File: config.mk
export PLATFORM = sky130hd
export DESIGN_NAME = gemm_fifo_bank_flat
export DESIGN_NICKNAME = d
export VERILOG_FILES = /design/src/rtl/gemm_fifo_bank_pkg.sv /design/src/rtl/gemm_fifo_bank_if.sv /design/src/rtl/gemm_fifo_bank_sync_fifo.sv /design/src/rtl/gemm_fifo_bank.sv /design/src/flat_wrapper.sv
export SDC_FILE = /design/constraint.sdc
export NUM_CORES = 1
export LEC_CHECK = 0
export CAP_MARGIN = 25
export CORE_AREA = 5 5 345 347
export CTS_BUF_LIST = sky130_fd_sc_hd__clkbuf_4
export DETAILED_ROUTE_END_ITERATION = 8
export DIE_AREA = 0 0 350 352
export GPL_ROUTABILITY_DRIVEN = 0
export PLACE_DENSITY = 0.71
export SYNTH_ARGS = -nofsm -noshare
export SYNTH_HDL_FRONTEND = slang
export SYNTH_SLANG_ARGS = --single-unit
File: constraint.sdc
create_clock -name CLK -period 6.32 [get_ports CLK]
set_input_delay 1.58 -clock CLK [delete_from_list [all_inputs] [get_ports CLK]]
set_output_delay 1.58 -clock CLK [all_outputs]
set_load 0.05 [all_outputs]
File: src/rtl/gemm_fifo_bank_pkg.sv
// Shared types for the GEMM lane buffer.
//   gemmFIFO_t  : one queued GEMM work entry
//   GEMM_LANES  : number of independent lanes in the bank
//   gemm_lane_t : lane index carried on the write-select bus
//   cnt_width() : occupancy counter width for a given lane depth
package gemm_fifo_bank_pkg;

  typedef struct packed {
    logic [3:0]  tag;
    logic [31:0] data;
  } gemmFIFO_t;

  localparam int GEMM_LANES = 4;

  typedef logic [1:0] gemm_lane_t;

  // The counter must reach DEPTH itself, hence one bit more than the pointer.
  function automatic int cnt_width(input int depth);
    return $clog2(depth) + 1;
  endfunction

endpackage

File: src/rtl/gemm_fifo_bank_if.sv
// Bus bundle between the scratchpad load path / GEMM sequencer and the lane bank.
//   slave  : the bank (consumes write/pop/flush, produces head data and status)
//   master : the surrounding logic driving the bank
// Signals:
//   flush, wen, wsel, wdata          -> bank
//   gemmFIFOn_REN (n=0..3)           -> bank
//   gemmFIFOn_rdata, gemmFIFOn_empty <- bank
//   lane_full, fifo_has_space        <- bank
//   overflow_err, underflow_err      <- bank
//   hwm (GEMM_FIFO_BANK_HWM_EN only) <- bank
interface gemm_fifo_bank_if #(
  parameter int DEPTH = 8
);
  import gemm_fifo_bank_pkg::*;

  localparam int CNT_W = $clog2(DEPTH) + 1;

  logic       flush;
  logic       wen;
  gemm_lane_t wsel;
  gemmFIFO_t  wdata;

  logic gemmFIFO0_REN;
  logic gemmFIFO1_REN;
  logic gemmFIFO2_REN;
  logic gemmFIFO3_REN;

  gemmFIFO_t gemmFIFO0_rdata;
  gemmFIFO_t gemmFIFO1_rdata;
  gemmFIFO_t gemmFIFO2_rdata;
  gemmFIFO_t gemmFIFO3_rdata;

  logic gemmFIFO0_empty;
  logic gemmFIFO1_empty;
  logic gemmFIFO2_empty;
  logic gemmFIFO3_empty;

  logic [GEMM_LANES-1:0] lane_full;
  logic                  fifo_has_space;
  logic                  overflow_err;
  logic                  underflow_err;

`ifdef GEMM_FIFO_BANK_HWM_EN
  logic [GEMM_LANES*CNT_W-1:0] hwm;
`endif

  modport slave (
    input  flush, wen, wsel, wdata,
    input  gemmFIFO0_REN, gemmFIFO1_REN, gemmFIFO2_REN, gemmFIFO3_REN,
    output gemmFIFO0_rdata, gemmFIFO1_rdata, gemmFIFO2_rdata, gemmFIFO3_rdata,
    output gemmFIFO0_empty, gemmFIFO1_empty, gemmFIFO2_empty, gemmFIFO3_empty,
`ifdef GEMM_FIFO_BANK_HWM_EN
    output hwm,
`endif
    output lane_full, fifo_has_space, overflow_err, underflow_err
  );

  modport master (
    output flush, wen, wsel, wdata,
    output gemmFIFO0_REN, gemmFIFO1_REN, gemmFIFO2_REN, gemmFIFO3_REN,
    input  gemmFIFO0_rdata, gemmFIFO1_rdata, gemmFIFO2_rdata, gemmFIFO3_rdata,
    input  gemmFIFO0_empty, gemmFIFO1_empty, gemmFIFO2_empty, gemmFIFO3_empty,
`ifdef GEMM_FIFO_BANK_HWM_EN
    input  hwm,
`endif
    input  lane_full, fifo_has_space, overflow_err, underflow_err
  );

endinterface

File: src/rtl/gemm_fifo_bank_sync_fifo.sv
// sp_sync_fifo: one first-word-fall-through lane of the GEMM buffer bank.
// Ports:
//   CLK, nRST : clock, synchronous active-low reset
//   flush     : synchronous clear of pointers/count; overrides wen/ren
//   wen/wdata : enqueue request and entry
//   ren       : pop request
//   rdata     : head entry (0 while empty)
//   empty/full/count : occupancy status
//   ovf/udf   : single-cycle pulses for a dropped write / ignored pop
module sp_sync_fifo #(
  parameter int  DEPTH = 8,
  parameter type T     = logic [7:0],
  localparam int CNT_W = $clog2(DEPTH) + 1,
  localparam int PTR_W = $clog2(DEPTH)
) (
  input  logic             CLK,
  input  logic             nRST,
  input  logic             flush,
  input  logic             wen,
  input  logic             ren,
  input  T                 wdata,
  output T                 rdata,
  output logic             empty,
  output logic             full,
  output logic [CNT_W-1:0] count,
  output logic             ovf,
  output logic             udf
);

  T                 mem [DEPTH];
  logic [PTR_W-1:0] wptr;
  logic [PTR_W-1:0] rptr;
  logic [CNT_W-1:0] cnt;
  logic             do_push;
  logic             do_pop;

  assign empty = (cnt == '0);
  assign full  = (cnt == CNT_W'(DEPTH));
  assign count = cnt;

  // A pop on a full lane frees the head slot in the same edge, so the
  // write goes into the slot being vacated (wptr == rptr when full).
  assign do_pop  = ren & ~empty & ~flush;
  assign do_push = wen & (~full | ren) & ~flush;
  assign ovf     = wen & full & ~ren & ~flush;
  assign udf     = ren & empty & ~flush;

  assign rdata = empty ? T'('0) : mem[rptr];

  always_ff @(posedge CLK) begin
    if (!nRST || flush) begin
      wptr <= '0;
      rptr <= '0;
      cnt  <= '0;
    end else begin
      if (do_push) wptr <= wptr + 1'b1;
      if (do_pop)  rptr <= rptr + 1'b1;
      cnt <= cnt + CNT_W'(do_push) - CNT_W'(do_pop);
    end
  end

  // Storage carries no reset; the empty flag masks stale contents.
  always_ff @(posedge CLK) begin
    if (do_push) mem[wptr] <= wdata;
  end

endmodule

File: src/rtl/gemm_fifo_bank.sv
// gemm_fifo_bank: four-lane FWFT buffer between the scratchpad load path and
// the GEMM sequencing FSM.
// Ports:
//   CLK  : clock
//   nRST : synchronous active-low reset
//   bus  : gemm_fifo_bank_if.slave (write port, per-lane pops, per-lane head
//          data/empty, lane_full, fifo_has_space, sticky overflow/underflow)
// Build option: GEMM_FIFO_BANK_HWM_EN adds bus.hwm, per-lane high-water mark
// of occupancy, cleared by reset only.
module gemm_fifo_bank
  import gemm_fifo_bank_pkg::*;
#(
  parameter int DEPTH = 8
) (
  input  logic              CLK,
  input  logic              nRST,
  gemm_fifo_bank_if.slave   bus
);

  localparam int CNT_W = $clog2(DEPTH) + 1;

  logic [GEMM_LANES-1:0] ren;
  logic [GEMM_LANES-1:0] wen_lane;
  logic [GEMM_LANES-1:0] empty;
  logic [GEMM_LANES-1:0] full;
  logic [GEMM_LANES-1:0] ovf;
  logic [GEMM_LANES-1:0] udf;
  gemmFIFO_t             rdata [GEMM_LANES];
  logic [CNT_W-1:0]      count [GEMM_LANES];
  logic                  ovf_sticky;
  logic                  udf_sticky;

  assign ren = {bus.gemmFIFO3_REN, bus.gemmFIFO2_REN,
                bus.gemmFIFO1_REN, bus.gemmFIFO0_REN};

  for (genvar i = 0; i < GEMM_LANES; i++) begin : g_lane
    assign wen_lane[i] = bus.wen && (bus.wsel == gemm_lane_t'(i));

    sp_sync_fifo #(
      .DEPTH (DEPTH),
      .T     (gemmFIFO_t)
    ) u_fifo (
      .CLK   (CLK),
      .nRST  (nRST),
      .flush (bus.flush),
      .wen   (wen_lane[i]),
      .ren   (ren[i]),
      .wdata (bus.wdata),
      .rdata (rdata[i]),
      .empty (empty[i]),
      .full  (full[i]),
      .count (count[i]),
      .ovf   (ovf[i]),
      .udf   (udf[i])
    );
  end

  assign bus.gemmFIFO0_rdata = rdata[0];
  assign bus.gemmFIFO1_rdata = rdata[1];
  assign bus.gemmFIFO2_rdata = rdata[2];
  assign bus.gemmFIFO3_rdata = rdata[3];

  assign bus.gemmFIFO0_empty = empty[0];
  assign bus.gemmFIFO1_empty = empty[1];
  assign bus.gemmFIFO2_empty = empty[2];
  assign bus.gemmFIFO3_empty = empty[3];

  assign bus.lane_full      = full;
  assign bus.fifo_has_space = ~|full;

  // Error flags survive flush; only reset clears them.
  always_ff @(posedge CLK) begin
    if (!nRST) begin
      ovf_sticky <= 1'b0;
      udf_sticky <= 1'b0;
    end else begin
      if (|ovf) ovf_sticky <= 1'b1;
      if (|udf) udf_sticky <= 1'b1;
    end
  end

  assign bus.overflow_err  = ovf_sticky;
  assign bus.underflow_err = udf_sticky;

`ifdef GEMM_FIFO_BANK_HWM_EN
  logic [CNT_W-1:0] hwm [GEMM_LANES];

  // Tracks the registered count, so a new peak shows one cycle after it occurs.
  always_ff @(posedge CLK) begin
    if (!nRST) begin
      for (int i = 0; i < GEMM_LANES; i++) hwm[i] <= '0;
    end else begin
      for (int i = 0; i < GEMM_LANES; i++) begin
        if (count[i] > hwm[i]) hwm[i] <= count[i];
      end
    end
  end

  assign bus.hwm = {hwm[3], hwm[2], hwm[1], hwm[0]};
`else
  // Lane counts only feed the high-water marks.
  logic unused_count;
  assign unused_count = ^{count[0], count[1], count[2], count[3]};
`endif

endmodule

File: src/flat_wrapper.sv
// flat-port wrapper written by rule: the top's interface ports become plain ports
module gemm_fifo_bank_flat import gemm_fifo_bank_pkg::*;
#(
  parameter int DEPTH = 8
)
  (CLK, nRST, bus_flush, bus_wen, bus_wsel, bus_wdata, bus_gemmFIFO0_REN, bus_gemmFIFO1_REN, bus_gemmFIFO2_REN, bus_gemmFIFO3_REN, bus_gemmFIFO0_rdata, bus_gemmFIFO1_rdata, bus_gemmFIFO2_rdata, bus_gemmFIFO3_rdata, bus_gemmFIFO0_empty, bus_gemmFIFO1_empty, bus_gemmFIFO2_empty, bus_gemmFIFO3_empty, bus_lane_full, bus_fifo_has_space, bus_overflow_err, bus_underflow_err);
  gemm_fifo_bank_if #(.DEPTH(DEPTH)) bus_i ();
  input  logic CLK;
  input  logic nRST;
  input wire logic [$bits(bus_i.flush)-1:0] bus_flush;
  input wire logic [$bits(bus_i.wen)-1:0] bus_wen;
  input wire logic [$bits(bus_i.wsel)-1:0] bus_wsel;
  input wire logic [$bits(bus_i.wdata)-1:0] bus_wdata;
  input wire logic [$bits(bus_i.gemmFIFO0_REN)-1:0] bus_gemmFIFO0_REN;
  input wire logic [$bits(bus_i.gemmFIFO1_REN)-1:0] bus_gemmFIFO1_REN;
  input wire logic [$bits(bus_i.gemmFIFO2_REN)-1:0] bus_gemmFIFO2_REN;
  input wire logic [$bits(bus_i.gemmFIFO3_REN)-1:0] bus_gemmFIFO3_REN;
  output wire logic [$bits(bus_i.gemmFIFO0_rdata)-1:0] bus_gemmFIFO0_rdata;
  output wire logic [$bits(bus_i.gemmFIFO1_rdata)-1:0] bus_gemmFIFO1_rdata;
  output wire logic [$bits(bus_i.gemmFIFO2_rdata)-1:0] bus_gemmFIFO2_rdata;
  output wire logic [$bits(bus_i.gemmFIFO3_rdata)-1:0] bus_gemmFIFO3_rdata;
  output wire logic [$bits(bus_i.gemmFIFO0_empty)-1:0] bus_gemmFIFO0_empty;
  output wire logic [$bits(bus_i.gemmFIFO1_empty)-1:0] bus_gemmFIFO1_empty;
  output wire logic [$bits(bus_i.gemmFIFO2_empty)-1:0] bus_gemmFIFO2_empty;
  output wire logic [$bits(bus_i.gemmFIFO3_empty)-1:0] bus_gemmFIFO3_empty;
  output wire logic [$bits(bus_i.lane_full)-1:0] bus_lane_full;
  output wire logic [$bits(bus_i.fifo_has_space)-1:0] bus_fifo_has_space;
  output wire logic [$bits(bus_i.overflow_err)-1:0] bus_overflow_err;
  output wire logic [$bits(bus_i.underflow_err)-1:0] bus_underflow_err;
  assign bus_i.flush = bus_flush;
  assign bus_i.wen = bus_wen;
  assign bus_i.wsel = bus_wsel;
  assign bus_i.wdata = bus_wdata;
  assign bus_i.gemmFIFO0_REN = bus_gemmFIFO0_REN;
  assign bus_i.gemmFIFO1_REN = bus_gemmFIFO1_REN;
  assign bus_i.gemmFIFO2_REN = bus_gemmFIFO2_REN;
  assign bus_i.gemmFIFO3_REN = bus_gemmFIFO3_REN;
  assign bus_gemmFIFO0_rdata = bus_i.gemmFIFO0_rdata;
  assign bus_gemmFIFO1_rdata = bus_i.gemmFIFO1_rdata;
  assign bus_gemmFIFO2_rdata = bus_i.gemmFIFO2_rdata;
  assign bus_gemmFIFO3_rdata = bus_i.gemmFIFO3_rdata;
  assign bus_gemmFIFO0_empty = bus_i.gemmFIFO0_empty;
  assign bus_gemmFIFO1_empty = bus_i.gemmFIFO1_empty;
  assign bus_gemmFIFO2_empty = bus_i.gemmFIFO2_empty;
  assign bus_gemmFIFO3_empty = bus_i.gemmFIFO3_empty;
  assign bus_lane_full = bus_i.lane_full;
  assign bus_fifo_has_space = bus_i.fifo_has_space;
  assign bus_overflow_err = bus_i.overflow_err;
  assign bus_underflow_err = bus_i.underflow_err;
  gemm_fifo_bank #(.DEPTH(DEPTH)) u_core (.CLK(CLK), .nRST(nRST), .bus(bus_i));
endmodule
# == Yosys cells after proc, flatten, opt, wreduce, memory -nomap -nowiden ==
# Memory sizes are Yosys's and may differ from the RTL's. A register that Yosys moved wholly into a read port is not among the register bits.
# Cells that the tools add are included.
# classes
mux,20
add_sub_neg,16
n_reduce_logical,15
bitwise_logic,53
eq_ne,7
# op_table
operator,n
$mux W36,4
$and A1 B1 Y1,36
$add A3 B1 Y3 const B,8
$mux W3,8
$add A4 B1 Y4,4
$eq A4 B4 Y1 const B,4
$logic_not A4 Y1,4
$sub A4 B1 Y4,4
$not A1 Y1,13
$reduce_or A4 Y1,3
$mux W1,8
$eq A2 B2 Y1 const B,2
$logic_and A1 B1 Y1,4
$or A1 B1 Y1,4
$eq A2 B1 Y1 const B,1
$logic_not A1 Y1,2
$logic_not A2 Y1,1
$logic_or A1 B1 Y1,1
# word_totals
regBits,42
wordCells,129
n_memories,4
in_bits,46
output_inout_bits,155
ramBits,1152
# mem_list
memory,depth,word_bits,read_ports,rd_clocked_by_memory_dff,wr,line,source
u_core.g_lane[0].u_fifo.mem,8,36,1,1,1,gemm_fifo_bank_sync_fifo.sv:30,T mem [DEPTH];
u_core.g_lane[1].u_fifo.mem,8,36,1,1,1,gemm_fifo_bank_sync_fifo.sv:30,
u_core.g_lane[2].u_fifo.mem,8,36,1,1,1,gemm_fifo_bank_sync_fifo.sv:30,
u_core.g_lane[3].u_fifo.mem,8,36,1,1,1,gemm_fifo_bank_sync_fifo.sv:30,

# == Logic depth before layout (Yosys ltp) ==
# Gate-level depths: netlist of run 1.
# logic_depth
word_depth,7
mapped_depth,12

# == Modules after synthesis ==
# A second synthesis of run 1 with hierarchy kept.
# unflattened
cells_unflattened,2036
area_unflattened_um2,46045.4
# by_module_without_submodules
module,n_inst,area_per_inst_um2,seq_area_each_um2,cells_per_inst
sp_sync_fifo,4,11484.8,8908.5,506
gemm_fifo_bank,1,106.4,40.0,12

# == Worst setup path before layout of run 1 ==
# No wires, ideal clock.
# synth_path
kind,in2reg
from,input bus_flush
to,memory u_core.g_lane[3].u_fifo.mem[0][0] in the netlist's numbering (enable)
slack_ps,178
arrival_time_ps,5622
path_stages,4
cell_sequence,and2b_1 > buf_4 > nand3_2 > nor4_1
# synth_between
elab_chain_cells,4
# synth_rtl
item,line,source
from (decl),flat_wrapper.sv:10,input wire logic [$bits(bus_i.flush)-1:0] bus_flush;
$not A1 Y1,gemm_fifo_bank_sync_fifo.sv:44,assign do_push = wen & (~full | ren) & ~flush;
$and A1 B1 Y1,gemm_fifo_bank_sync_fifo.sv:44,
$mux W1,gemm_fifo_bank_sync_fifo.sv:64,if (do_push) mem[wptr] <= wdata;
$mux W1 (not written as such),gemm_fifo_bank_sync_fifo.sv:64,
to (decl),gemm_fifo_bank_sync_fifo.sv:30,
# No other way between the ends.

==> summary.txt, run 1 <==
Yosys
  – Total of flip-flops plus latches after synthesis: about 1200
  – Post-synthesis instance area: 46920 sq um
  – Top cell type by total area after synthesis: sky130_fd_sc_hd__edfxtp_1
  – Synthesized netlist net count: 2213
  – Sequential-to-total area share from yosys stat: 76.04%
  – Commonest cells in the synthesized netlist: sky130_fd_sc_hd__edfxtp_1, sky130_fd_sc_hd__nor2_1, sky130_fd_sc_hd__mux4_2
  – Library cells used by synthesis: 36
  – Ranking of synthesized cells by area: sky130_fd_sc_hd__edfxtp_1, sky130_fd_sc_hd__mux4_2, sky130_fd_sc_hd__mux4_1, sky130_fd_sc_hd__mux2i_1, sky130_fd_sc_hd__dfxtp_1
  – Number of cells produced by synthesis: between 2000 and 2500
  – Syn. warnings: 0
  – Avg Inst Size Synth: 22.02 sq um
  – Post-synth top flop: sky130_fd_sc_hd__edfxtp_1
  – Most used standard cell by instance count after synthesis: sky130_fd_sc_hd__edfxtp_1
  – Top cell type's share of synthesized area: 73.73%
  – Post-synth EDFFs: 1152
  – Share of flip-flops with an asynchronous set or reset: 0%

Cells and area
  – Fraction of layout cells with a size suffix above 1: 28.51%
  – Final std cell area, no fill: 54900 sq um
  – Number of nets in the layout: 2707
  – Area added between synthesis and finish: 17.01%
  – Final core area utilization: 47.50%

Timing
  – Total Neg Setup Slack: 0 ns
  – Highest attainable clock frequency: 174.3 MHz
  – Layout Skew: 0.06709 ns
  – Setup-violating endpoint count in the final report: 0
  – Unrepaired setup endpoints after global routing: false
  – Fin. Hold Viols: 0
  – Slew of the pin with the lowest slew margin: between 0.9 and 1 ns
  – Max-slew violation count: 0
  – Final critical path time including I/O delays and setup: 5.739 ns
  – Headroom to the max-slew limit: 33.50%
  – Crit share post-route: 90.80%

Clock tree
  – Sink count of the clock tree: about 1200
  – Clock-pin slew of the registers on the worst-case setup and hold paths: 0.07 ns
  – Post-CTS sizing: 0
  – Total clock buffers created by CTS: a little over 300
  – Source-to-sink clock delay at the later pin of the worst-skew pair: 1.18 ns
  – Clock tree buffer depth: 4
  – Buffer cell driving the clock tree root: sky130_fd_sc_hd__clkbuf_4
  – Hold-fix buffer count after cts: 0
  – Post-CTS repair timing setup buffer count: 0
  – CTS tree: yes
  – Number of H-tree branching levels: 5

Worst hold path
  – Type of the tightest min-delay check: register to register

Worst setup path
  – Count of buffering cells on the critical path with inverters included: 2
  – Nature of the critical path startpoint: register
  – Worst Path Class, Setup: register to primary output
  – Biggest fanout along the worst timing path: 44
  – Delay of the slowest critical-path stage: roughly 0.9 ns
  – Delay-heaviest family, CP: buffers and inverters
  – Endpoint kind of the worst setup timing path: primary output
  – Critical path required time: 4.74 ns
  – Cell at the slowest stage of the critical path: sky130_fd_sc_hd__dfxtp_4
  – WP data arrival: around 4.2 ns
  – Series of cell instances along the critical path: buf_4 -> mux4_1 -> mux2i_1 -> nor2_1 -> clkdlybuf4s50_1

Drt
  – Remaining routing DRC violations: 0
  – Total number of vias: ~23000
  – Total length of routed wires: 109000 microns
  – Residual antenna-violating net count after detailed routing: 0
  – Ratio of routed vias to standard cells: 5.269
  – Detailed-routing iteration count for the pre-antenna-repair pass: 6
  – DR iter-0 viols: 1924
  – Detailed-route wire length per cell: between 20 and 25 microns

Die
  – Initial standard-cell utilization of the core: 40.59%
  – Core outline area: approximately 120000 sq um
  – Number of top-level pins: approximately 200
  – Die outline height: between 300 and 400 microns
  – Horizontal die dimension: between 300 and 400 microns
  – Number of standard-cell rows in the floorplan: 125
  – Area of the die: 123200 sq um

Flow run
  – Max-cap viol count: 0

Global routing
  – First-pass GRT wire length: 159700 microns
  – GRT Overall Usage: 17.71%
  – Maximum number of pins on one net before global-route repair: 54
  – Busiest grt layer: met2
  – Gr ovfl total: 0
  – Antenna violations before repair: 12
  – Vias in the first global route: 24853
  – Routing usage on met1: 23.06%
  – Met2 demand-to-capacity share in global routing: between 20% and 30%
  – GR Util met3: about 5.0%

Place
  – Total half-perimeter wirelength after legalization and detailed placement: ~64000 microns
  – Count of buffers inserted at the top-level ports: 200
  – Dpl cell area: 51170 sq um

Pwr
  – Worst ir drop on vdd: 130.2 uV
  – Power per unit of standard cell area: 283.4 nW/um^2
  – Lkg Pwr: about 17 nW

Status
  – Run status: finished clean
## logic make-up (layout without fill, tap and decap cells)
family,Yosys count,count (layout),share of synthesized area [%]
flops,1206,1206,76.04
simple gates,285,285,2.774
buf+inv,127,830,1.717
mux,440,440,17.83
fa+ha+maj,36,36,1.024
xor+xnor,22,22,0.4107
compound gates,15,15,0.2080
other cells,0,13,0
## sequential cells by signal (all words and copies together) (netlist names), named ones only
signal and flops:
u_core.bus.underflow_err 1, u_core.g_lane.u_fifo.rptr 12, u_core.g_lane.u_fifo.count 16, u_core.g_lane.u_fifo.wptr 12
u_core.g_lane.u_fifo.mem 1152, u_core.bus.overflow_err 1
## placed cells by master, fill, tap and decap left out, types with 13 or more instances in the layout
master / Yosys / routed
sky130_fd_sc_hd__edfxtp_1: 1152 / 1152
sky130_fd_sc_hd__dfxtp_1: 54 / 42
sky130_fd_sc_hd__mux4_2: 193 / 193
sky130_fd_sc_hd__buf_4: 6 / 75
sky130_fd_sc_hd__ha_1: 32 / 32
sky130_fd_sc_hd__diode_2: 0 / 13
sky130_fd_sc_hd__xor2_1: 15 / 15
sky130_fd_sc_hd__nor2_1: 202 / 184
sky130_fd_sc_hd__clkinv_1: 0 / 59
sky130_fd_sc_hd__clkdlybuf4s50_1: 0 / 193
sky130_fd_sc_hd__nand2b_1: 13 / 13
sky130_fd_sc_hd__clkbuf_4: 0 / 438
sky130_fd_sc_hd__mux4_1: 95 / 95
sky130_fd_sc_hd__mux2i_1: 152 / 152
sky130_fd_sc_hd__inv_1: 22 / 22
sky130_fd_sc_hd__nor2_4: 0 / 18
## worst min-delay path, cell delays in order (launching register included)
cell	delay (ns)
sky130_fd_sc_hd__dfxtp_1	0.32
sky130_fd_sc_hd__nand2_1	0.05
sky130_fd_sc_hd__nand2_1	0.05
## path summary, 6_finish.rpt
check / slack [ns] / cells past startpoint / to / startpoint
worst max-delay path: 0.58 / 5 / bus_gemmFIFO1_rdata[5] / register
worst min register to register: 0.46 / 2 / u_core.bus.overflow_err / u_core.bus.overflow_err
worst min-delay path: 0.46 / 2 / u_core.bus.overflow_err / u_core.bus.overflow_err
worst max register to register: 3.45 / 12 / u_core.g_lane[3].u_fifo.count[2] / u_core.g_lane[3].u_fifo.count[2]
## layout make-up
class                           instances  area [sq um]
Antenna cell                           13         32.53
Clock buffer                          438          3288
Clock inverter                         81         371.6
Fill cell                            9273         60680
Inverter                               22         82.58
Multi-Input combinational cell        798         10670
Sequential cell                      1206         35700
Tap cell                             1524          1907
Timing Repair Buffer                  289          2848
## power breakdown
| group | switching (W) | total [W] | internal [W] |
|---|---|---|---|
| combinational | 0.000398 | 0.000554 | 0.000156 |
| sequential | 0.0000126 | 0.00878 | 0.00876 |
| clock | 0.00297 | 0.00623 | 0.00326 |
| total | 0.00338 | 0.0156 | 0.0122 |
## routing by layer
metal | share of wire (%) | vias to the layer above
li1 | - | 10024
met2 | 50 | 822
met1 | 41 | 12052
met3 | 6.8 | 132
met5 | 0.0064 | -
met4 | 1.6 | 2
## per-stage QoR
stage | setup slack (ns) | instances | total power [W] | hold slack, ns
2_1_floorplan | 0.1784 | 2131 | 0.009198 | 0.4623
3_3_place_gp | 1.458 | 3826 | 0.009498 | 0.4395
3_5_place_dp | 1.384 | 3837 | 0.009518 | 0.4408
4_1_cts | 0.3611 | 4356 | 0.01576 | 0.4622
5_1_grt | 0.2942 | 4362 | 0.01623 | 0.4769
6_report | 0.5812 | 4371 | 0.01556 | 0.4623
No activity file was read; power rests on OpenSTA's default activity.
==> run 2, diff against run 1 <==
--- a/config.mk
+++ b/config.mk
@@ -11,6 +11,7 @@
 export DETAILED_ROUTE_END_ITERATION = 8
 export DIE_AREA = 0 0 350 352
 export GPL_ROUTABILITY_DRIVEN = 0
+export GPL_TIMING_DRIVEN = 0
 export PLACE_DENSITY = 0.71
 export SYNTH_ARGS = -nofsm -noshare
 export SYNTH_HDL_FRONTEND = slang
==> run 2 against run 1 <==
Effect of this change: utilization increased by 1.1 points; wire length increased by 2.7%; sequential power about the same; largest cell class unchanged; largest power group unchanged.
==> summary.txt, run 2 (synthesis gave the netlist of run 1 again) <==
Worst setup path
  – Critical path required time: 4.74 ns (about the same)
  – WP data arrival: 4.19 ns (was 4.16 ns)
  – Nature of the critical path startpoint: register (unchanged)
  – Cell at the slowest stage of the critical path: sky130_fd_sc_hd__clkdlybuf4s50_1 (was sky130_fd_sc_hd__dfxtp_4)
  – Biggest fanout along the worst timing path: 10 (was 44)
  – Delay-heaviest family, CP: buffers and inverters (unchanged)
  – Count of buffering cells on the critical path with inverters included: 4 (was 2)
  – Series of cell instances along the critical path: inv_1 -> ha_1 -> nor3b_1 -> buf_2 -> clkbuf_1 -> nor2_1 -> clkdlybuf4s50_1 (was buf_4 -> mux4_1 -> mux2i_1 -> nor2_1 -> clkdlybuf4s50_1)
  – Delay of the slowest critical-path stage: 0.80 ns (was 0.88 ns)
  – Worst Path Class, Setup: register to primary output (unchanged)
  – Internal reg-to-reg setup slack: 3.47 ns (was 3.45 ns)
  – Endpoint kind of the worst setup timing path: primary output (unchanged)

Global routing
  – GRT Overall Usage: 18.09% (was 17.71%)
  – Antenna violations before repair: 12 (unchanged)
  – Gr ovfl total: 0 (unchanged)
  – Maximum number of pins on one net before global-route repair: 33 (was 54)
  – Vias in the first global route: 25294 (was 24853)
  – First-pass GRT wire length: 163100 microns (was 159700 microns)

Die
  – Initial standard-cell utilization of the core: 40.59% (unchanged)
  – Die outline height: 352 microns (unchanged)
  – Horizontal die dimension: 350 microns (unchanged)
  – Area of the die: 123200 sq um (unchanged)
  – Number of standard-cell rows in the floorplan: 125 (unchanged)
  – Number of top-level pins: 201 (unchanged)
  – Core outline area: 115600 sq um (unchanged)

Pwr
  – Cell-internal power: 0.01225 W (was 0.01218 W)
  – Switching power summed over all nets: 0.003342 W (was 0.003375 W)
  – Power per unit of standard cell area: 277.3 nW/um^2 (was 283.4 nW/um^2)
  – Worst ir drop on vdd: 125.8 uV (was 130.2 uV)
  – Flop pwr share: 56.3% (was 56.4%)
  – Power share of the clock group: 39.8% (was 40.0%)
  – Gate power share: 3.9% (was 3.6%)
  – Net Sw Frac: 21.44% (was 21.69%)
  – Lkg Pwr: 17.92 nW (was 17.21 nW)
  – Final Total Pwr: 0.01559 W (was 0.01556 W)

Clock tree
  – Number of H-tree branching levels: 5 (unchanged)
  – Clock tree buffer depth: 4 (unchanged)
  – Total clock buffers created by CTS: 301 (was 308)
  – Clock-pin slew of the registers on the worst-case setup and hold paths: 0.07 ns (about the same)
  – Sink count of the clock tree: 1206 (unchanged)
  – Buffer cell driving the clock tree root: sky130_fd_sc_hd__clkbuf_4 (unchanged)
  – Source-to-sink clock delay at the later pin of the worst-skew pair: 1.13 ns (was 1.18 ns)
  – Hold-fix buffer count after cts: 0 (unchanged)
  – CTS tree: yes (unchanged)
  – Post-CTS sizing: 0 (unchanged)
  – Post-CTS repair timing setup buffer count: 0 (unchanged)

Timing
  – Max-slew violation count: 0 (unchanged)
  – Setup-violating endpoint count in the final report: 0 (unchanged)
  – Unrepaired setup endpoints after global routing: false (unchanged)
  – Worst Slack Setup Final: 0.5538 ns (was 0.5812 ns)
  – Crit share post-route: 91.24% (was 90.80%)
  – Layout Skew: 0.07756 ns (was 0.06709 ns)
  – Final critical path time including I/O delays and setup: 5.766 ns (was 5.739 ns)
  – Headroom to the max-slew limit: 31.12% (was 33.50%)
  – Highest attainable clock frequency: 173.4 MHz (was 174.3 MHz)
  – Slew of the pin with the lowest slew margin: 1.028 ns (was 0.9974 ns)
  – Fin. Hold Viols: 0 (unchanged)

Cells and area
  – Seq. cell area: 35670 sq um (was 35700 sq um)
  – Number of nets in the layout: 2816 (was 2707)
  – Area added between synthesis and finish: 19.83% (was 17.01%)
  – Most used cells in the layout excluding fill and tap cells: sky130_fd_sc_hd__edfxtp_1, sky130_fd_sc_hd__clkbuf_4, sky130_fd_sc_hd__mux4_2, sky130_fd_sc_hd__clkdlybuf4s50_1, sky130_fd_sc_hd__nor2_1 (unchanged)
  – Fillers: 9133 (was 9273)
  – Area of the multi-input gates: 10650 sq um (was 10670 sq um)
  – Number of flip-flops under the largest register name: 1152 (unchanged)
  – Final std cell area, no fill: 56220 sq um (was 54900 sq um)
  – Fraction of layout cells with a size suffix above 1: 30.00% (was 28.51%)
  – Commonest non-fill, non-tap cell in the layout: sky130_fd_sc_hd__edfxtp_1 (unchanged)
  – Final core area utilization: 48.64% (was 47.50%)
  – Most flop-heavy register: u_core.g_lane.u_fifo.mem (unchanged)

Drt
  – Total length of routed wires: 111900 microns (was 109000 microns)
  – Total number of vias: 23649 (was 23032)
  – Ratio of routed vias to standard cells: 5.312 (was 5.269)
  – Detailed-routing iteration count for the pre-antenna-repair pass: 5 (was 6)
  – Residual antenna-violating net count after detailed routing: 0 (unchanged)
  – Remaining routing DRC violations: 0 (unchanged)
  – Detailed-route wire length per cell: 25.14 microns (was 24.94 microns)
  – DR iter-0 viols: 2002 (was 1924)

Place
  – Dpl cell area: 52610 sq um (was 51170 sq um)
  – Total half-perimeter wirelength after legalization and detailed placement: 74330 microns (was 63610 microns)
  – Count of buffers inserted at the top-level ports: 200 (unchanged)
  – Worst slack, placed: 1.463 ns (was 1.384 ns)

Flow run
  – Max-cap viol count: 0 (unchanged)

Status
  – Run status: finished clean (unchanged)

Worst hold path
  – Type of the tightest min-delay check: register to register (unchanged)
[run 2: cell count changes in the layout (fill, tap and decap cells not counted), moves of 14 or more]
cell,before,now
sky130_fd_sc_hd__buf_6,0,69
sky130_fd_sc_hd__buf_2,7,65
sky130_fd_sc_hd__clkbuf_1,0,14
sky130_fd_sc_hd__buf_4,75,20
sky130_fd_sc_hd__clkbuf_4,438,420
sky130_fd_sc_hd__buf_16,7,26
[run 2: power by group through the flow]
stage,clock network (W),logic (W),registers (W)
floorplan,0,0.000247,0.00895
global placement,0,0.000544,0.00896
detailed placement,0,0.000612,0.00895
CTS,0.00637,0.000614,0.00877
global route,0.00683,0.000639,0.00877
finish,0.00621,0.000604,0.00877
[run 2: worst paths after layout]
| path | start | endpoint | cells after the start |
|---|---|---|---|
| min reg2reg | u_core.bus.overflow_err | u_core.bus.overflow_err | 2 |
| max reg2reg | u_core.g_lane[0].u_fifo.count[2] | u_core.g_lane[0].u_fifo.mem[0][34] | 8 |
| min | u_core.bus.overflow_err | u_core.bus.overflow_err | 2 |
| max | u_core.g_lane[3].u_fifo.count[2] | bus_gemmFIFO3_rdata[19] | 7 |
[run 2: final cells by class]
cell class                      count  share of cell area (%)
Sequential cell                  1206                   63.45
Multi-Input combinational cell    798                   18.94
Timing Repair Buffer              300                   6.376
Clock buffer                      420                   5.608
Tap cell                         1524                   3.392
Buffer                            105                   1.286
Clock inverter                     69                  0.7589
Inverter                           22                  0.1469
Antenna cell                        8                 0.03561
[run 2: metal layers]
metal	up-vias	track usage (%)	routed length, microns
met5	-	0	34
met4	6	4.769	1941
met3	159	5.527	9533
met2	990	29.38	54670
met1	12288	23.96	45760
li1	10206	-	-
[run 2: stage by stage]
step | std cells | setup TNS [ns] | hold slack (ns)
after floorplan | 2131 | 0 | 0.4623
after global placement | 3855 | -1139.86 | 0.4371
after detailed placement | 3954 | 0 | 0.4376
after CTS | 4443 | 0 | 0.4561
after global routing | 4448 | 0 | 0.4970
final | 4452 | 0 | 0.4527
[run 2: tightest hold or removal path: cells and delay by family (launching register included)]
family / cells / cell delay, ns
DFF: 1 / 0.31
and+or+nand+nor: 2 / 0.10
==> run 3, diff against run 2 <==
--- a/config.mk
+++ b/config.mk
@@ -6,13 +6,15 @@
 export NUM_CORES = 1
 export LEC_CHECK = 0
 export CAP_MARGIN = 25
-export CORE_AREA = 5 5 345 347
+export CORE_AREA = 5 5 342 344
 export CTS_BUF_LIST = sky130_fd_sc_hd__clkbuf_4
 export DETAILED_ROUTE_END_ITERATION = 8
-export DIE_AREA = 0 0 350 352
+export DIE_AREA = 0 0 347 349
 export GPL_ROUTABILITY_DRIVEN = 0
 export GPL_TIMING_DRIVEN = 0
 export PLACE_DENSITY = 0.71
+export SLEW_MARGIN = 20
 export SYNTH_ARGS = -nofsm -noshare
 export SYNTH_HDL_FRONTEND = slang
+export SYNTH_HIERARCHICAL = 1
 export SYNTH_SLANG_ARGS = --single-unit
==> run 3 against run 2 <==
Effect of this change: sequential share of layout area increased by 1.5 points; clock skew decreased by 0.015 ns; die area decreased by 1.7%; final area decreased by 2.3%; critical path type unchanged; largest cell class unchanged.
==> summary.txt, run 3 <==
Clock tree
  – Total clock buffers created by CTS: 294 (was 301)
  – Hold-fix buffer count after cts: 0 (unchanged)
  – Post-CTS repair timing setup buffer count: 0 (unchanged)
  – Clock-pin slew of the registers on the worst-case setup and hold paths: 0.06 ns (was 0.07 ns)
  – Clock tree buffer depth: 4 (unchanged)
  – Sink count of the clock tree: 1206 (unchanged)
  – Post-CTS sizing: 0 (unchanged)
  – Source-to-sink clock delay at the later pin of the worst-skew pair: 1.07 ns (was 1.13 ns)
  – CTS tree: yes (unchanged)
  – Number of H-tree branching levels: 5 (unchanged)
  – Buffer cell driving the clock tree root: sky130_fd_sc_hd__clkbuf_4 (unchanged)

Worst setup path
  – R2r endpoint: u_core/g_lane[1].u_fifo/mem[0][11] (was u_core.g_lane[0].u_fifo.mem[0][34])
  – Internal reg-to-reg setup slack: 3.37 ns (was 3.47 ns)
  – Worst Path Class, Setup: register to primary output (unchanged)
  – Critical register-to-register path startpoint: u_core/g_lane[1].u_fifo/count[2] (was u_core.g_lane[0].u_fifo.count[2])
  – Biggest fanout along the worst timing path: 10 (unchanged)
  – Endpoint kind of the worst setup timing path: primary output (unchanged)
  – Nature of the critical path startpoint: register (unchanged)
  – Critical path required time: 4.74 ns (about the same)
  – Depth of the most critical reg-to-reg path: 11 (was 8)
  – WP data arrival: 4.36 ns (was 4.19 ns)

Yosys
  – Post-synth EDFFs: 1152 (unchanged)
  – Share of flip-flops with an asynchronous set or reset: 0% (unchanged)
  – Top cell type by total area after synthesis: sky130_fd_sc_hd__edfxtp_1 (unchanged)
  – Library cells used by synthesis: 40 (was 36)
  – Post-synth top flop: sky130_fd_sc_hd__edfxtp_1 (unchanged)
  – Number of cells produced by synthesis: 2036 (was 2131)
  – Top cell type's share of synthesized area: 75.13% (was 73.73%)
  – Total of flip-flops plus latches after synthesis: 1206 (unchanged)
  – Commonest cells in the synthesized netlist: sky130_fd_sc_hd__edfxtp_1, sky130_fd_sc_hd__mux4_2, sky130_fd_sc_hd__a22o_1 (was sky130_fd_sc_hd__edfxtp_1, sky130_fd_sc_hd__nor2_1, sky130_fd_sc_hd__mux4_2)
  – Ranking of synthesized cells by area: sky130_fd_sc_hd__edfxtp_1, sky130_fd_sc_hd__mux4_2, sky130_fd_sc_hd__dfxtp_1, sky130_fd_sc_hd__a22o_1, sky130_fd_sc_hd__ha_1 (was sky130_fd_sc_hd__edfxtp_1, sky130_fd_sc_hd__mux4_2, sky130_fd_sc_hd__mux4_1, sky130_fd_sc_hd__mux2i_1, sky130_fd_sc_hd__dfxtp_1)
  – Avg Inst Size Synth: 22.62 sq um (was 22.02 sq um)
  – Syn. warnings: 6 (was 0)
  – Sequential-to-total area share from yosys stat: 77.48% (was 76.04%)
  – Synthesized netlist net count: 2118 (was 2213)
  – Most used standard cell by instance count after synthesis: sky130_fd_sc_hd__edfxtp_1 (unchanged)
  – Post-synthesis instance area: 46050 sq um (was 46920 sq um)

Die
  – Number of standard-cell rows in the floorplan: 124 (was 125)
  – Initial standard-cell utilization of the core: 40.54% (was 40.59%)
  – Horizontal die dimension: 347 microns (was 350 microns)
  – Number of top-level pins: 201 (unchanged)
  – Area of the die: 121100 sq um (was 123200 sq um)
  – Die outline height: 349 microns (was 352 microns)
  – Core outline area: 113600 sq um (was 115600 sq um)

Worst hold path
  – Type of the tightest min-delay check: register to register (unchanged)
  – Hold depth: 1 (was 2)
  – End point of the worst hold path: u_core/bus.underflow_err (was u_core.bus.overflow_err)
  – Launch point of the worst hold path: u_core/bus.underflow_err (was u_core.bus.overflow_err)

Drt
  – Total number of vias: 23735 (was 23649)
  – DR iter-0 viols: 2063 (was 2002)
  – Remaining routing DRC violations: 0 (unchanged)
  – Detailed-route wire length per cell: 24.45 microns (was 25.14 microns)
  – Ratio of routed vias to standard cells: 5.430 (was 5.312)
  – Detailed-routing iteration count for the pre-antenna-repair pass: 7 (was 5)
  – Residual antenna-violating net count after detailed routing: 0 (unchanged)
  – Total length of routed wires: 106900 microns (was 111900 microns)

Pwr
  – Power per unit of standard cell area: 275.5 nW/um^2 (was 277.3 nW/um^2)
  – Lkg Pwr: 17.44 nW (was 17.92 nW)
  – Worst ir drop on vdd: 113.7 uV (was 125.8 uV)

Global routing
  – Vias in the first global route: 25329 (was 25294)
  – Antenna violations before repair: 4 (was 12)
  – Busiest grt layer: met2 (unchanged)
  – Routing usage on met1: 21.88% (was 23.96%)
  – GR Util met3: 4.638% (was 5.527%)
  – First-pass GRT wire length: 158400 microns (was 163100 microns)
  – Maximum number of pins on one net before global-route repair: 33 (unchanged)
  – Gr ovfl total: 0 (unchanged)
  – GRT Overall Usage: 17.53% (was 18.09%)
  – Met2 demand-to-capacity share in global routing: 29.66% (was 29.38%)

Cells and area
  – Fraction of layout cells with a size suffix above 1: 34.78% (was 30.00%)
  – Most flop-heavy register: u_core/g_lane.u_fifo/mem (was u_core.g_lane.u_fifo.mem)
  – Final std cell area, no fill: 54950 sq um (was 56220 sq um)
  – Number of flip-flops under the largest register name: 1152 (unchanged)
  – Seq. cell area: 35670 sq um (unchanged)
  – Final core area utilization: 48.39% (was 48.64%)
  – Commonest non-fill, non-tap cell in the layout: sky130_fd_sc_hd__edfxtp_1 (unchanged)
  – Number of nets in the layout: 2756 (was 2816)
  – Fillers: 9082 (was 9133)
  – Most used cells in the layout excluding fill and tap cells: sky130_fd_sc_hd__edfxtp_1, sky130_fd_sc_hd__clkbuf_4, sky130_fd_sc_hd__mux4_2, sky130_fd_sc_hd__clkdlybuf4s50_1, sky130_fd_sc_hd__a22o_1 (was sky130_fd_sc_hd__edfxtp_1, sky130_fd_sc_hd__clkbuf_4, sky130_fd_sc_hd__mux4_2, sky130_fd_sc_hd__clkdlybuf4s50_1, sky130_fd_sc_hd__nor2_1)
  – Area added between synthesis and finish: 19.34% (was 19.83%)
  – Area of the multi-input gates: 9786 sq um (was 10650 sq um)

Status
  – Run status: finished clean (unchanged)

Timing
  – Slew of the pin with the lowest slew margin: 0.9839 ns (was 1.028 ns)
  – Fin. Hold Viols: 0 (unchanged)
  – Final critical path time including I/O delays and setup: 5.941 ns (was 5.766 ns)
  – Highest attainable clock frequency: 168.3 MHz (was 173.4 MHz)
  – Setup-violating endpoint count in the final report: 0 (unchanged)
  – Crit share post-route: 94.00% (was 91.24%)
  – Layout Skew: 0.06277 ns (was 0.07756 ns)
  – Headroom to the max-slew limit: 34.05% (was 31.12%)
  – Max-slew violation count: 0 (unchanged)
  – Unrepaired setup endpoints after global routing: false (unchanged)

Place
  – Total half-perimeter wirelength after legalization and detailed placement: 74100 microns (was 74330 microns)
  – Dpl cell area: 51620 sq um (was 52610 sq um)
  – Count of buffers inserted at the top-level ports: 200 (unchanged)

Flow run
  – Max-cap viol count: 0 (unchanged)
-- run 3: layout make-up --
| type | instances | share of cell area [%] |
|---|---|---|
| Antenna cell | 4 | 0.01822 |
| Buffer | 96 | 1.175 |
| Clock buffer | 400 | 5.465 |
| Clock inverter | 77 | 0.6444 |
| Inverter | 36 | 0.2459 |
| Multi-Input combinational cell | 698 | 17.81 |
| Sequential cell | 1206 | 64.92 |
| Tap cell | 1512 | 3.443 |
| Timing Repair Buffer | 342 | 6.282 |
-- run 3: cell families after synthesis --
group,synth area share [%]
AOI/OAI and AO/OA,3.533
xor gates and xnor gates,0.07608
adders and majority gates,1.043
buffers and inverters,1.696
DFF,77.48
muxes,14.17
and+or+nand+nor,2.003
-- run 3: power by group --
| group | switching (W) | internal, W | leakage (nW) |
|---|---|---|---|
| sequential | 0.00000763 | 0.00876 | 10.8 |
| clock | 0.00281 | 0.00300 | 2.02 |
| combinational | 0.000384 | 0.000174 | 4.62 |
| total | 0.00321 | 0.0119 | 17.4 |
-- run 3: worst max path at each step --
stage | to | slack, ns | from
final | bus_gemmFIFO3_rdata[24] | 0.38 | u_core/g_lane[3].u_fifo/count[2]
after global routing | bus_gemmFIFO3_rdata[24] | 0.12 | u_core/g_lane[3].u_fifo/count[2]
after CTS | bus_gemmFIFO3_rdata[22] | 0.27 | u_core/g_lane[3].u_fifo/count[2]
after detailed placement | u_core/g_lane[1].u_fifo/mem[0][12] | 1.12 | bus_flush
after global placement | u_core/g_lane[1].u_fifo/mem[0][12] | -4.05 | bus_flush
after floorplan | u_core/g_lane[0].u_fifo/mem[0][0] | 0.15 | bus_wsel[1]
-- run 3: critical path, stage by stage (launching register included) --
cell	delay, ns
sky130_fd_sc_hd__dfxtp_1	0.30
sky130_fd_sc_hd__inv_1	0.06
sky130_fd_sc_hd__ha_1	0.20
sky130_fd_sc_hd__or3b_4	0.26
sky130_fd_sc_hd__inv_2	0.07
sky130_fd_sc_hd__nor2_2	0.49
sky130_fd_sc_hd__clkbuf_1	0.55
sky130_fd_sc_hd__a22o_1	0.45
sky130_fd_sc_hd__clkdlybuf4s50_1	0.89
-- run 3: stage by stage --
step                      std cells  setup TNS [ns]  setup WS, ns  total power, W  hold WS [ns]
after floorplan                2036               0        0.1457        0.009202        0.4533
after global placement         3748        -1704.09        -4.052        0.009479        0.4547
after detailed placement       3889               0         1.115        0.009516        0.4551
after CTS                      4366               0        0.2699         0.01533        0.4832
after global routing           4368               0        0.1160         0.01579        0.5140
final                          4371               0        0.3794         0.01514        0.4869
-- run 3: metal layers --
metal	vias up	wire length [microns]	share of wire [%]
li1	10116	-	-
met1	12453	40910	38
met2	1004	55080	52
met3	158	7917	7.4
met4	4	2925	2.7
met5	-	27	0.025
